`config.mk`:
```
export PLATFORM = sky130hd
export DESIGN_NAME = nibble_frame_tx
export DESIGN_NICKNAME = d
export VERILOG_FILES = /design/src/rtl/nibble_frame_tx.sv
export SDC_FILE = /design/constraint.sdc
export NUM_CORES = 1
export LEC_CHECK = 0
export ABC_CLOCK_PERIOD_IN_PS = 4550
export BUFFER_PORTS_ARGS = -buffer_cell sky130_fd_sc_hd__buf_2
export CAP_MARGIN = 10
export CORE_MARGIN = 2
export CORE_UTILIZATION = 60
export DETAILED_ROUTE_END_ITERATION = 8
export HOLD_SLACK_MARGIN = 0.1
export PLACE_DENSITY = 0.83
export SYNTH_ARGS = -nofsm -noshare
export SYNTH_HDL_FRONTEND = slang
export SYNTH_SLANG_ARGS = --single-unit
```
`constraint.sdc`:
```
create_clock -name clk -period 4.55 [get_ports clk]
set_input_delay 0.6825 -clock clk [delete_from_list [all_inputs] [get_ports clk]]
set_output_delay 0.6825 -clock clk [all_outputs]
set_load 0.03 [all_outputs]
```
`src/rtl/nibble_frame_tx.sv`:
```
// Serial transmitter: snapshots three nibbles on start and sends each as start, 4 data LSB-first, even parity, stop.
// All outputs registered; tx is idle high and a new frame may start in the done cycle.
module nibble_frame_tx #(
   parameter int BIT_TICKS = 434
) (
   input  logic       clk,
   input  logic       rst_n,
   input  logic       start,
   input  logic [3:0] word0,
   input  logic [3:0] word1,
   input  logic [3:0] word2,
   output logic       tx,
   output logic       busy,
   output logic       done,
   output logic [1:0] word_idx
);

   localparam int TW = (BIT_TICKS > 1) ? $clog2(BIT_TICKS) : 1;
   localparam logic [TW-1:0] TICK_LAST = TW'(BIT_TICKS - 1);

   typedef enum logic [2:0] {IDLE, START, DATA, PARITY, STOP} state_t;

   state_t          state_q, state_d;
   logic [TW-1:0]   tick_q, tick_d;
   logic [1:0]      bit_q, bit_d;
   logic [1:0]      idx_q, idx_d;
   logic [3:0]      snap0_q, snap1_q, snap2_q;
   logic [3:0]      snap0_d, snap1_d, snap2_d;
   logic            tx_q, tx_d;
   logic            busy_q, busy_d;
   logic            done_q, done_d;
   logic [3:0]      cur_word;
   logic [1:0]      nxt_bit;
   logic            bit_end;

   always_comb begin
      case (idx_q)
         2'd0:    cur_word = snap0_q;
         2'd1:    cur_word = snap1_q;
         default: cur_word = snap2_q;
      endcase
   end

   assign nxt_bit = bit_q + 2'd1;
   assign bit_end = (tick_q == TICK_LAST);

   always_comb begin
      state_d = state_q;
      tick_d  = tick_q;
      bit_d   = bit_q;
      idx_d   = idx_q;
      snap0_d = snap0_q;
      snap1_d = snap1_q;
      snap2_d = snap2_q;
      tx_d    = tx_q;
      busy_d  = busy_q;
      done_d  = 1'b0;

      if (state_q == IDLE) begin
         tx_d   = 1'b1;
         busy_d = 1'b0;
         if (start) begin
            snap0_d = word0;
            snap1_d = word1;
            snap2_d = word2;
            state_d = START;
            tick_d  = '0;
            bit_d   = 2'd0;
            idx_d   = 2'd0;
            tx_d    = 1'b0;
            busy_d  = 1'b1;
         end
      end else if (!bit_end) begin
         tick_d = tick_q + 1'b1;
      end else begin
         // Bit boundary: load the next bit value so it appears exactly as this one ends.
         tick_d = '0;
         case (state_q)
            START: begin
               state_d = DATA;
               bit_d   = 2'd0;
               tx_d    = cur_word[0];
            end
            DATA: begin
               if (bit_q == 2'd3) begin
                  state_d = PARITY;
                  tx_d    = ^cur_word;
               end else begin
                  bit_d = nxt_bit;
                  tx_d  = cur_word[nxt_bit];
               end
            end
            PARITY: begin
               state_d = STOP;
               tx_d    = 1'b1;
            end
            STOP: begin
               if (idx_q < 2'd2) begin
                  idx_d   = idx_q + 2'd1;
                  state_d = START;
                  tx_d    = 1'b0;
               end else begin
                  idx_d   = 2'd0;
                  state_d = IDLE;
                  tx_d    = 1'b1;
                  busy_d  = 1'b0;
                  done_d  = 1'b1;
               end
            end
            default: begin
               state_d = IDLE;
               tx_d    = 1'b1;
               busy_d  = 1'b0;
            end
         endcase
      end
   end

   always_ff @(posedge clk or negedge rst_n) begin
      if (!rst_n) begin
         state_q <= IDLE;
         tick_q  <= '0;
         bit_q   <= 2'd0;
         idx_q   <= 2'd0;
         snap0_q <= 4'd0;
         snap1_q <= 4'd0;
         snap2_q <= 4'd0;
         tx_q    <= 1'b1;
         busy_q  <= 1'b0;
         done_q  <= 1'b0;
      end else begin
         state_q <= state_d;
         tick_q  <= tick_d;
         bit_q   <= bit_d;
         idx_q   <= idx_d;
         snap0_q <= snap0_d;
         snap1_q <= snap1_d;
         snap2_q <= snap2_d;
         tx_q    <= tx_d;
         busy_q  <= busy_d;
         done_q  <= done_d;
      end
   end

   assign tx       = tx_q;
   assign busy     = busy_q;
   assign done     = done_q;
   assign word_idx = idx_q;

endmodule
```
==> reports/results.ini <==
[run_status]
status = complete, no violations

[grt]
grt_max_degree = 32
grt_pass1_vias = 1288
met3_usage_pct = 7.14
antenna_found_initial = 0
grt_use_met2_pct = 36.5
grt.total_usage_pct = 23.5
grt.busiest_layer = met2
grt_first_pass_wirelength_um = 5720
use_met1_pct = 30.8
grt_remaining_overflow = 0

[cts]
postCtsSetupBuffers = 0
clock_latency_ps = 330
cts_resized = 0
cts_tree = done
cts_inserted_buffers = 5
clock_path_buffers = 2
clkTransAtPathRegs_ps = 100
ctsHoldBuffers = 0
htree_levels = 2
cts_root_buffer = clkbuf_4
clock-sinks = 31

[timing]
finalSetupTns_ps = 0
hold_violations = 0
finalCritPeriodShare_pct = 51.9
finalMaxSlewViolations = 0
tightestPinTransition_ps = 674
period_needed_ps = 2360
fin_skew_ps = 7.14
slew_headroom_pct = 54.9
rsz0062_at_grt = no
setup_slack_ps = 2190
final-setup-viol-count = 0
max_clock_freq_mhz = 423

[drt]
avgViaCountPerCell = 6.26
drtAntennaViolNets = 0
drtIter0Drc = 31
wire_per_inst_um = 15.4
totalWireLength_um = 3130
drcViolationCount = 0
vias = 1270
dr.pass1.iters = 4

[floorplan]
die_x_um = 56.6
die-height_um = 56.6
start_util_pct = 61.9
fp.dieArea_um2 = 3210
core.rowCount = 19
core_area_um2 = 2690
ios = 20

[critical_path]
worstSetupEndpointType = flip-flop
arrival_ps = 2630
r2r_cells = 5
crit_fanout = 15
crit_required_ps = 4820
rrSetupSlack_ps = 2190
worstReg2RegEnd = word_idx[0]
r2r-start = state_q[2]
worstSetupPathType = flip-flop to flip-flop
startpoint_type = flip-flop

[synthesis]
synthesis.area_um2 = 1660
synth.net_count = 171
ys_seq_elements = 31
avgSynthCellArea_um2 = 10.9
synth_seq_area_share_pct = 46.7
yosysWarnings = 0
synth_cells = 153
synth_cell_types = 43

[final_layout]
final_common_cell = dfrtp_1
area_growth_pct = 8.28
fin_util_pct = 67.0
antenna_cells = 0
final_nets = 189
layout_common_cells = dfrtp_1, buf_2, mux2_2
drive_gt1_share_pct = 30.2

[power]
power_w = 0.000887
pwr_density_cell_nw_per_um2 = 492
vdd_drop_max_v = 0.000399
p_leak_nw = 0.782

[placed_design]
place_ws_ps = 2100
port_buffers = 19
place_congestion = 0.866
post-dp-hpwl_um = 2240

[job]
max-cap-violations = 0

[min_path]
hold_class = primary input to async pin

-- logic make-up after synthesis --
| group | Yosys count | share of synthesized area (%) |
|---|---|---|
| AO/OA/AOI/OAI | 32 | 12.6 |
| XOR/XNOR | 5 | 2.63 |
| adder cells (fa/ha/maj) | 3 | 2.26 |
| buffers and inverters | 11 | 3.46 |
| flip-flops | 31 | 46.7 |
| multiplexers | 24 | 17.3 |
| AND/OR/NAND/NOR | 47 | 15.0 |
-- Yosys cell counts, drive strengths merged --
master | n | area [um^2]
or4b | 2 | 23.8
o22ai | 2 | 12.5
or3 | 2 | 13.8
a31oi | 1 | 6.26
a21o | 1 | 7.51
a22o | 1 | 8.76
or3b | 1 | 8.76
nand4 | 1 | 6.26
nand3b | 1 | 7.51
and3 | 3 | 20.0
o311ai | 1 | 8.76
nor2 | 10 | 37.5
a211oi | 1 | 7.51
nor4b | 1 | 8.76
inv | 3 | 11.3
mux2i | 4 | 40.0
o21ai | 17 | 85.1
xnor2 | 2 | 17.5
o31ai | 4 | 43.8
a21oi | 1 | 5.00
dfrtp | 30 | 751
a221o | 1 | 10.0
nand3 | 6 | 30.0
nor2b | 1 | 6.26
ha | 3 | 37.5
xor2 | 3 | 26.3
o21a | 2 | 15.0
and4 | 1 | 8.76
nand2 | 12 | 45.0
mux4 | 2 | 45.0
nor3 | 5 | 25.0
clkbuf | 4 | 16.3
mux2 | 18 | 203
nor3b | 1 | 7.51
buf | 4 | 30.0
dfstp | 1 | 26.3
-- routing by layer --
layer,share of wire [%],vias to the layer above
met4,2.0,0
li1,-,596
met1,43,622
met3,6.2,7
met5,0,-
met2,48,45
-- layout make-up --
class	count	area [um^2]
clock inverter	1	5.00
timing repair buffer	19	95.1
inverter	3	11.3
sequential	31	777
multi-input combinational	111	828
tap	31	38.8
fill	209	886
clock buffer	7	45.0
-- critical path, cell delays in order, from the launching register on --
cell and delay, ps:
dfrtp_1 540, or4b_2 970, o31ai_4 180, nand2_1 140, nor3b_1 270, mux2_2 210
-- stage by stage --
step	cells	hold slack (ps)	cell area, um^2
CTS	203	390	1800
global route	203	415	1800
detailed placement	195	486	1750
global placement	195	478	1750
floorplan	153	387	1660
finish	203	371	1800
-- worst max path at each step --
stage,startpoint,endpoint,cells past startpoint
after detailed placement,start,word_idx[0],6
after global placement,start,word_idx[0],6
after CTS,state_q[2],word_idx[0],5
after global routing,state_q[2],word_idx[0],5
final,state_q[2],word_idx[0],5
after floorplan,word_idx[0],tx,6
-- flip-flops by register name, indices dropped and copies added (netlist names) --
register,count
snap1_q,4
tx,1
busy,1
bit_q,2
word_idx,2
snap2_q,4
tick_q,9
done,1
state_q,3
snap0_q,4
-- power breakdown --
group	switching [W]	internal, W	total (W)
sequential	0.0000851	0.000371	0.000456
combinational	0.000122	0.000159	0.000281
clock	0.0000890	0.0000601	0.000149
No activity file was read; power rests on OpenSTA's default activity.
